[src/rtl/mem_arbiter_2to1_if.sv]
// Mem_ift: request/reply interface with independent read and write channels.
// Master drives requests and reply_ready; Slave drives request_ready and replies.
interface Mem_ift #(
    parameter int DATA_WIDTH = 32,
    parameter int ADDR_WIDTH = 32
);
    logic                  read_request_valid;
    logic                  read_request_ready;
    logic [ADDR_WIDTH-1:0] read_request_addr;
    logic                  read_reply_valid;
    logic                  read_reply_ready;
    logic [DATA_WIDTH-1:0] read_reply_data;
    logic [1:0]            read_reply_resp;

    logic                  write_request_valid;
    logic                  write_request_ready;
    logic [ADDR_WIDTH-1:0] write_request_addr;
    logic [DATA_WIDTH-1:0] write_request_data;
    logic                  write_reply_valid;
    logic                  write_reply_ready;
    logic [1:0]            write_reply_resp;

    modport Master (
        output read_request_valid, read_request_addr, read_reply_ready,
        output write_request_valid, write_request_addr, write_request_data, write_reply_ready,
        input  read_request_ready, read_reply_valid, read_reply_data, read_reply_resp,
        input  write_request_ready, write_reply_valid, write_reply_resp
    );

    modport Slave (
        input  read_request_valid, read_request_addr, read_reply_ready,
        input  write_request_valid, write_request_addr, write_request_data, write_reply_ready,
        output read_request_ready, read_reply_valid, read_reply_data, read_reply_resp,
        output write_request_ready, write_reply_valid, write_reply_resp
    );
endinterface

[src/rtl/mem_arbiter_2to1.sv]
// Two-master to one-slave Mem_ift arbiter; read and write channels arbitrated independently.
// MEM_ARB_RR_EN defined: round-robin on contention; undefined: master0 has fixed priority.
module mem_arbiter_2to1 (
    input  logic   clk,
    input  logic   rstn,
    Mem_ift.Slave  master0,
    Mem_ift.Slave  master1,
    Mem_ift.Master slave0
);

    typedef enum logic [1:0] {
        IDLE = 2'd0,
        REQ  = 2'd1,
        RESP = 2'd2
    } state_t;

    state_t r_state, w_state;
    logic   r_gnt, r_last;
    logic   w_gnt, w_last;

    // Winner when leaving IDLE; the final fallback is never taken since IDLE only
    // calls this with at least one master valid.
    function automatic logic pick(input logic v0, input logic v1, input logic last);
`ifdef MEM_ARB_RR_EN
        if (v0 && v1) return ~last;
`else
        if (v0 && v1) return 1'b0;
`endif
        return v0 ? 1'b0 : (v1 ? 1'b1 : last);
    endfunction

    always_ff @(posedge clk or negedge rstn) begin
        if (!rstn) begin
            r_state <= IDLE;
            r_gnt   <= 1'b0;
            r_last  <= 1'b1;
        end else begin
            // NOTE: non-blocking assignments so every flop samples pre-edge values.
            case (r_state)
                IDLE: if (master0.read_request_valid || master1.read_request_valid) begin
                    r_gnt   <= pick(master0.read_request_valid, master1.read_request_valid, r_last);
                    r_state <= REQ;
                end
                REQ: if (slave0.read_request_valid && slave0.read_request_ready) begin
                    r_last  <= r_gnt;
                    r_state <= RESP;
                end
                RESP: if (slave0.read_reply_valid && slave0.read_reply_ready) r_state <= IDLE;
                default: r_state <= IDLE;
            endcase
        end
    end

    always_ff @(posedge clk or negedge rstn) begin
        if (!rstn) begin
            w_state <= IDLE;
            w_gnt   <= 1'b0;
            w_last  <= 1'b1;
        end else begin
            case (w_state)
                IDLE: if (master0.write_request_valid || master1.write_request_valid) begin
                    w_gnt   <= pick(master0.write_request_valid, master1.write_request_valid, w_last);
                    w_state <= REQ;
                end
                REQ: if (slave0.write_request_valid && slave0.write_request_ready) begin
                    w_last  <= w_gnt;
                    w_state <= RESP;
                end
                RESP: if (slave0.write_reply_valid && slave0.write_reply_ready) w_state <= IDLE;
                default: w_state <= IDLE;
            endcase
        end
    end

    // Read channel routing: the grant register selects which master is connected.
    always_comb begin
        // NOTE: every output gets a default first, so no path through the case infers a latch.
        slave0.read_request_valid  = 1'b0;
        slave0.read_request_addr   = '0;
        slave0.read_reply_ready    = 1'b0;
        master0.read_request_ready = 1'b0;
        master0.read_reply_valid   = 1'b0;
        master0.read_reply_data    = '0;
        master0.read_reply_resp    = '0;
        master1.read_request_ready = 1'b0;
        master1.read_reply_valid   = 1'b0;
        master1.read_reply_data    = '0;
        master1.read_reply_resp    = '0;
        case (r_state)
            REQ: begin
                if (r_gnt) begin
                    slave0.read_request_valid  = master1.read_request_valid;
                    slave0.read_request_addr   = master1.read_request_addr;
                    master1.read_request_ready = slave0.read_request_ready;
                end else begin
                    slave0.read_request_valid  = master0.read_request_valid;
                    slave0.read_request_addr   = master0.read_request_addr;
                    master0.read_request_ready = slave0.read_request_ready;
                end
            end
            RESP: begin
                if (r_gnt) begin
                    master1.read_reply_valid = slave0.read_reply_valid;
                    master1.read_reply_data  = slave0.read_reply_data;
                    master1.read_reply_resp  = slave0.read_reply_resp;
                    slave0.read_reply_ready  = master1.read_reply_ready;
                end else begin
                    master0.read_reply_valid = slave0.read_reply_valid;
                    master0.read_reply_data  = slave0.read_reply_data;
                    master0.read_reply_resp  = slave0.read_reply_resp;
                    slave0.read_reply_ready  = master0.read_reply_ready;
                end
            end
            default: ;
        endcase
    end

    always_comb begin
        slave0.write_request_valid  = 1'b0;
        slave0.write_request_addr   = '0;
        slave0.write_request_data   = '0;
        slave0.write_reply_ready    = 1'b0;
        master0.write_request_ready = 1'b0;
        master0.write_reply_valid   = 1'b0;
        master0.write_reply_resp    = '0;
        master1.write_request_ready = 1'b0;
        master1.write_reply_valid   = 1'b0;
        master1.write_reply_resp    = '0;
        case (w_state)
            REQ: begin
                if (w_gnt) begin
                    slave0.write_request_valid  = master1.write_request_valid;
                    slave0.write_request_addr   = master1.write_request_addr;
                    slave0.write_request_data   = master1.write_request_data;
                    master1.write_request_ready = slave0.write_request_ready;
                end else begin
                    slave0.write_request_valid  = master0.write_request_valid;
                    slave0.write_request_addr   = master0.write_request_addr;
                    slave0.write_request_data   = master0.write_request_data;
                    master0.write_request_ready = slave0.write_request_ready;
                end
            end
            RESP: begin
                if (w_gnt) begin
                    master1.write_reply_valid = slave0.write_reply_valid;
                    master1.write_reply_resp  = slave0.write_reply_resp;
                    slave0.write_reply_ready  = master1.write_reply_ready;
                end else begin
                    master0.write_reply_valid = slave0.write_reply_valid;
                    master0.write_reply_resp  = slave0.write_reply_resp;
                    slave0.write_reply_ready  = master0.write_reply_ready;
                end
            end
            default: ;
        endcase
    end

endmodule
[src/flat_wrapper.sv]
// flat-port wrapper written by rule: the top's interface ports become plain ports
module mem_arbiter_2to1_flat 
  (clk, rstn, master0_read_request_valid, master0_read_request_addr, master0_read_reply_ready, master0_write_request_valid, master0_write_request_addr, master0_write_request_data, master0_write_reply_ready, master0_read_request_ready, master0_read_reply_valid, master0_read_reply_data, master0_read_reply_resp, master0_write_request_ready, master0_write_reply_valid, master0_write_reply_resp, master1_read_request_valid, master1_read_request_addr, master1_read_reply_ready, master1_write_request_valid, master1_write_request_addr, master1_write_request_data, master1_write_reply_ready, master1_read_request_ready, master1_read_reply_valid, master1_read_reply_data, master1_read_reply_resp, master1_write_request_ready, master1_write_reply_valid, master1_write_reply_resp, slave0_read_request_valid, slave0_read_request_addr, slave0_read_reply_ready, slave0_write_request_valid, slave0_write_request_addr, slave0_write_request_data, slave0_write_reply_ready, slave0_read_request_ready, slave0_read_reply_valid, slave0_read_reply_data, slave0_read_reply_resp, slave0_write_request_ready, slave0_write_reply_valid, slave0_write_reply_resp);
  Mem_ift master0_i ();
  Mem_ift master1_i ();
  Mem_ift slave0_i ();
  input  logic clk;
  input  logic rstn;
  input wire logic [$bits(master0_i.read_request_valid)-1:0] master0_read_request_valid;
  input wire logic [$bits(master0_i.read_request_addr)-1:0] master0_read_request_addr;
  input wire logic [$bits(master0_i.read_reply_ready)-1:0] master0_read_reply_ready;
  input wire logic [$bits(master0_i.write_request_valid)-1:0] master0_write_request_valid;
  input wire logic [$bits(master0_i.write_request_addr)-1:0] master0_write_request_addr;
  input wire logic [$bits(master0_i.write_request_data)-1:0] master0_write_request_data;
  input wire logic [$bits(master0_i.write_reply_ready)-1:0] master0_write_reply_ready;
  output wire logic [$bits(master0_i.read_request_ready)-1:0] master0_read_request_ready;
  output wire logic [$bits(master0_i.read_reply_valid)-1:0] master0_read_reply_valid;
  output wire logic [$bits(master0_i.read_reply_data)-1:0] master0_read_reply_data;
  output wire logic [$bits(master0_i.read_reply_resp)-1:0] master0_read_reply_resp;
  output wire logic [$bits(master0_i.write_request_ready)-1:0] master0_write_request_ready;
  output wire logic [$bits(master0_i.write_reply_valid)-1:0] master0_write_reply_valid;
  output wire logic [$bits(master0_i.write_reply_resp)-1:0] master0_write_reply_resp;
  input wire logic [$bits(master1_i.read_request_valid)-1:0] master1_read_request_valid;
  input wire logic [$bits(master1_i.read_request_addr)-1:0] master1_read_request_addr;
  input wire logic [$bits(master1_i.read_reply_ready)-1:0] master1_read_reply_ready;
  input wire logic [$bits(master1_i.write_request_valid)-1:0] master1_write_request_valid;
  input wire logic [$bits(master1_i.write_request_addr)-1:0] master1_write_request_addr;
  input wire logic [$bits(master1_i.write_request_data)-1:0] master1_write_request_data;
  input wire logic [$bits(master1_i.write_reply_ready)-1:0] master1_write_reply_ready;
  output wire logic [$bits(master1_i.read_request_ready)-1:0] master1_read_request_ready;
  output wire logic [$bits(master1_i.read_reply_valid)-1:0] master1_read_reply_valid;
  output wire logic [$bits(master1_i.read_reply_data)-1:0] master1_read_reply_data;
  output wire logic [$bits(master1_i.read_reply_resp)-1:0] master1_read_reply_resp;
  output wire logic [$bits(master1_i.write_request_ready)-1:0] master1_write_request_ready;
  output wire logic [$bits(master1_i.write_reply_valid)-1:0] master1_write_reply_valid;
  output wire logic [$bits(master1_i.write_reply_resp)-1:0] master1_write_reply_resp;
  output wire logic [$bits(slave0_i.read_request_valid)-1:0] slave0_read_request_valid;
  output wire logic [$bits(slave0_i.read_request_addr)-1:0] slave0_read_request_addr;
  output wire logic [$bits(slave0_i.read_reply_ready)-1:0] slave0_read_reply_ready;
  output wire logic [$bits(slave0_i.write_request_valid)-1:0] slave0_write_request_valid;
  output wire logic [$bits(slave0_i.write_request_addr)-1:0] slave0_write_request_addr;
  output wire logic [$bits(slave0_i.write_request_data)-1:0] slave0_write_request_data;
  output wire logic [$bits(slave0_i.write_reply_ready)-1:0] slave0_write_reply_ready;
  input wire logic [$bits(slave0_i.read_request_ready)-1:0] slave0_read_request_ready;
  input wire logic [$bits(slave0_i.read_reply_valid)-1:0] slave0_read_reply_valid;
  input wire logic [$bits(slave0_i.read_reply_data)-1:0] slave0_read_reply_data;
  input wire logic [$bits(slave0_i.read_reply_resp)-1:0] slave0_read_reply_resp;
  input wire logic [$bits(slave0_i.write_request_ready)-1:0] slave0_write_request_ready;
  input wire logic [$bits(slave0_i.write_reply_valid)-1:0] slave0_write_reply_valid;
  input wire logic [$bits(slave0_i.write_reply_resp)-1:0] slave0_write_reply_resp;
  assign master0_i.read_request_valid = master0_read_request_valid;
  assign master0_i.read_request_addr = master0_read_request_addr;
  assign master0_i.read_reply_ready = master0_read_reply_ready;
  assign master0_i.write_request_valid = master0_write_request_valid;
  assign master0_i.write_request_addr = master0_write_request_addr;
  assign master0_i.write_request_data = master0_write_request_data;
  assign master0_i.write_reply_ready = master0_write_reply_ready;
  assign master0_read_request_ready = master0_i.read_request_ready;
  assign master0_read_reply_valid = master0_i.read_reply_valid;
  assign master0_read_reply_data = master0_i.read_reply_data;
  assign master0_read_reply_resp = master0_i.read_reply_resp;
  assign master0_write_request_ready = master0_i.write_request_ready;
  assign master0_write_reply_valid = master0_i.write_reply_valid;
  assign master0_write_reply_resp = master0_i.write_reply_resp;
  assign master1_i.read_request_valid = master1_read_request_valid;
  assign master1_i.read_request_addr = master1_read_request_addr;
  assign master1_i.read_reply_ready = master1_read_reply_ready;
  assign master1_i.write_request_valid = master1_write_request_valid;
  assign master1_i.write_request_addr = master1_write_request_addr;
  assign master1_i.write_request_data = master1_write_request_data;
  assign master1_i.write_reply_ready = master1_write_reply_ready;
  assign master1_read_request_ready = master1_i.read_request_ready;
  assign master1_read_reply_valid = master1_i.read_reply_valid;
  assign master1_read_reply_data = master1_i.read_reply_data;
  assign master1_read_reply_resp = master1_i.read_reply_resp;
  assign master1_write_request_ready = master1_i.write_request_ready;
  assign master1_write_reply_valid = master1_i.write_reply_valid;
  assign master1_write_reply_resp = master1_i.write_reply_resp;
  assign slave0_read_request_valid = slave0_i.read_request_valid;
  assign slave0_read_request_addr = slave0_i.read_request_addr;
  assign slave0_read_reply_ready = slave0_i.read_reply_ready;
  assign slave0_write_request_valid = slave0_i.write_request_valid;
  assign slave0_write_request_addr = slave0_i.write_request_addr;
  assign slave0_write_request_data = slave0_i.write_request_data;
  assign slave0_write_reply_ready = slave0_i.write_reply_ready;
  assign slave0_i.read_request_ready = slave0_read_request_ready;
  assign slave0_i.read_reply_valid = slave0_read_reply_valid;
  assign slave0_i.read_reply_data = slave0_read_reply_data;
  assign slave0_i.read_reply_resp = slave0_read_reply_resp;
  assign slave0_i.write_request_ready = slave0_write_request_ready;
  assign slave0_i.write_reply_valid = slave0_write_reply_valid;
  assign slave0_i.write_reply_resp = slave0_write_reply_resp;
  mem_arbiter_2to1 u_core (.clk(clk), .rstn(rstn), .master0(master0_i), .master1(master1_i), .slave0(slave0_i));
endmodule
[config.mk]
export PLATFORM = sky130hd
export DESIGN_NAME = mem_arbiter_2to1_flat
export DESIGN_NICKNAME = d
export VERILOG_FILES = /design/src/rtl/mem_arbiter_2to1_if.sv /design/src/rtl/mem_arbiter_2to1.sv /design/src/flat_wrapper.sv
export SDC_FILE = /design/constraint.sdc
export NUM_CORES = 1
export LEC_CHECK = 0
export CAP_MARGIN = 20
export CORE_AREA = 2 2 163 165
export DETAILED_ROUTE_END_ITERATION = 10
export DIE_AREA = 0 0 165 167
export GPL_TIMING_DRIVEN = 0
export SYNTH_ARGS = -nofsm -noshare
export SYNTH_HDL_FRONTEND = slang
export SYNTH_SLANG_ARGS = --single-unit
[constraint.sdc]
create_clock -name clk -period 1.3 [get_ports clk]
set_clock_uncertainty 0.05 [all_clocks]
set_input_delay 0.13 -clock clk [delete_from_list [all_inputs] [get_ports clk]]
set_output_delay 0.13 -clock clk [all_outputs]
set_load 0.03 [all_outputs]
==> summary.txt <==
Placed design
  – HPWL after DPL: approximately 15 mm
  – IO buf count: ~420
  – Post-Place Worst Slack: -0.946 ns
  – Placed cell area: 7630 sq um
  – GP Congestion: about 0.78

STA
  – Max Slew Vio Count: 0
  – Hold WS: approximately 0.14 ns
  – Setup-failing EPs final: about 180
  – Actual slew at the worst max-slew pin: roughly 0.38 ns
  – Final period util: 1.33
  – Setup slack after layout: -0.431 ns
  – Final count of hold timing violations: 0
  – Tmin final: between 1.5 and 2 ns
  – Worst slew margin: 0.744
  – Peak Freq: between 500 and 600 MHz
  – RSZ-0062 raised after global routing: yes

Logic synthesis
  – Post-synth net total: ~590
  – Seq/Total Area, Yosys: 0.0616
  – Synth cell count leaders: nor2_1 (104), mux2i_1 (98), and2_1 (71), buf_2 (16), buf_6 (7)
  – Prevailing post-synth register cell: dfrtp_1
  – Most frequent cell after synthesis: nor2_1
  – Fraction of registers with async set/reset: 1.00
  – Post-synth top area share: 0.403
  – Synthesis Warnings: 0
  – Largest area contributor in the netlist: mux2i_1
  – Post-Synthesis Cell Area: 2440 sq um
  – Largest cells by area after synthesis: mux2i_1 (40%), and2_1 (18%), nor2_1 (16%)
  – Number of flops mapped to enable cells by yosys: 0
  – Synth unique cells: 26
  – Syn Area/Cell: about 7.0 sq um
  – Cells after synthesis: about 350
  – Flop and latch count out of synthesis: 6

Floorplanning
  – Initial Util: 0.0946
  – Die W: roughly 170 um
  – Core ar.: 25800 sq um
  – Die Height: 167 um
  – Row count: 59
  – I/O pin count: around 420
  – Die area: around 28000 sq um

CTS
  – Hold_buf cts: 0
  – CTS Root Cell: clkbuf_16
  – CTS max path bufs: 2
  – Clk Latency, worst-skew pair: about 0.23 ns
  – Sink Count: 6
  – Total CTS buffers: 3
  – Clock Pin Slew Worst Setup and Hold Paths: around 0.04 ns
  – H-tree levels: 1
  – CTS tree: built

Finish
  – Cell area after layout: ~10000 sq um
  – NumNets Final: 1076
  – Share of cells above drive strength 1: 0.647
  – Layout overhead on the synthesized area: 313%
  – FILL cells: roughly 2500

Drt
  – Drt pass-1 iters: 4
  – Wire length per cell: around 17 um
  – Routed WL: 19.8 mm
  – Vias per cell: between 3 and 4
  – 1st-iter DRT viols: 95
  – DRC viols: 0
  – Total number of vias: about 4400
  – Final ANT Viol Nets: 0

Worst hold path
  – Hold Crit Class: in -> async

Setup path
  – Worst EP required: between 1 and 1.5 ns
  – Critical path type: reg -> out
  – R2R cell count: 6
  – Critical path capture point type: primary output
  – Startpoint type of the worst setup path: flop
  – Max Fanout on Critical Path: 5
  – Critical Path AT: approximately 1.6 ns

Power
  – P_leak: between 3 and 4 nW
  – Power per cell area: ~2100 nW/um^2
  – Peak VDD IR: 1.46 mV

Status
  – Status: finished, violations left
  – Failing checks: negative setup slack

Global route
  – Tot GR Track Use: 0.133
  – First-pass GRT wire length: 28.0 mm
  – Vias in the first global route: 4853
  – Largest net degree at the start of global routing: 11
  – Initial antenna violation count: 2
  – Total grt overflow: 0

Flow run
  – Maxcap violations: 0
[registers in the layout, indices dropped and copies added, names as in the netlist]
signal / count
u_core.w_state: 2
u_core.r_gnt: 1
u_core.w_gnt: 1
u_core.r_state: 2
[worst max-delay path, stage by stage, from the launching register on]
cell and delay [ns]:
dfrtp_2 0.44, clkbuf_16 0.18, buf_12 0.13, buf_16 0.14
mux2i_4 0.19, nor2_2 0.10, buf_6 0.14
[layout by cell type (no fill, tap or decap), types with 6 or more instances in the layout]
| cell type | instances |
|---|---|
| and2_4 | 71 |
| buf_16 | 10 |
| nor2_4 | 57 |
| buf_12 | 15 |
| buf_4 | 28 |
| buf_8 | 13 |
| clkbuf_16 | 6 |
| nor2_2 | 33 |
| clkdlybuf4s50_1 | 241 |
| mux2i_2 | 21 |
| nor2_1 | 18 |
| mux2i_4 | 61 |
| buf_6 | 198 |
| and3_4 | 6 |
| mux2i_1 | 16 |
[report_power, final]
| group | leakage, nW | switching (mW) | internal, mW |
|---|---|---|---|
| Sequential | 0.0703 | 0.127 | 0.282 |
| Combinational | 3.88 | 10.1 | 10.5 |
| Clock | 0.0370 | 0.119 | 0.397 |
| Total | 3.99 | 10.4 | 11.2 |
[kinds of logic (layout without fill, tap and decap cells)]
kind of cell	Yosys count	in the layout	share of synthesized area
AO/OA/AOI/OAI	10	10	0.0231
multiplexers	99	99	0.409
flip-flops	6	6	0.0616
buffers and inverters	31	515	0.0940
AND/OR/NAND/NOR	200	202	0.412
other	0	1	0
[metrics by stage]
stage,util,TNS [ns],cells,power (mW)
after floorplan,-,-2.98,346,9.47
after global routing,0.390,-70.16,1167,22.5
after global placement,0.296,-133.80,1102,14.8
final,0.390,-60.79,1168,21.6
after CTS,0.378,-66.13,1152,21.0
after detailed placement,0.296,-134.40,1102,14.8
[layout make-up]
type | instances | area [sq um] | area share
clock buffer | 3 | 75.1 | 0.00747
multi-input combinational | 311 | 3670 | 0.365
antenna | 1 | 2.50 | 0.000249
tap | 335 | 419 | 0.0417
sequential | 6 | 153 | 0.0152
buffer | 27 | 477 | 0.0474
inverter | 2 | 15.0 | 0.00149
timing repair buffer | 483 | 5240 | 0.521
[worst paths after layout]
path	slack (ns)	from	end
max reg2reg	-0.13	u_core.r_gnt$_DFFE_PN0P_	u_core.r_state[1]$_DFFE_PN0P_
max in group asynchronous	0.76	rstn	u_core.w_state[0]$_DFFE_PN0P_
min in group clk	0.49	master0_read_request_valid	u_core.r_gnt$_DFFE_PN0P_
min	0.14	rstn	u_core.r_gnt$_DFFE_PN0P_
min reg2reg	0.58	u_core.w_state[1]$_DFFE_PN0P_	u_core.w_state[0]$_DFFE_PN0P_
max	-0.43	u_core.r_gnt$_DFFE_PN0P_	slave0_read_request_addr[23]
[routing by layer]
metal / wire, um / part of all wire / global-route usage / vias to the layer above
li1: - / - / - / 2127
met1: 6710 / 0.34 / 0.129 / 2036
met2: 11000 / 0.55 / 0.271 / 263
met3: 1850 / 0.093 / 0.0364 / 16
met4: 312 / 0.016 / 0.0291 / 2
met5: 13 / 0.00066 / 0 / -
[what timing repair did]
action,in CTS,in global routing
gates cloned,18,1
pin swaps,79,27
setup buffers,30,20
setup endpoints to repair,182,183
endpoints found under the hold margin,0,0
resized for setup,1528,101
No activity file was read; power rests on OpenSTA's default activity.
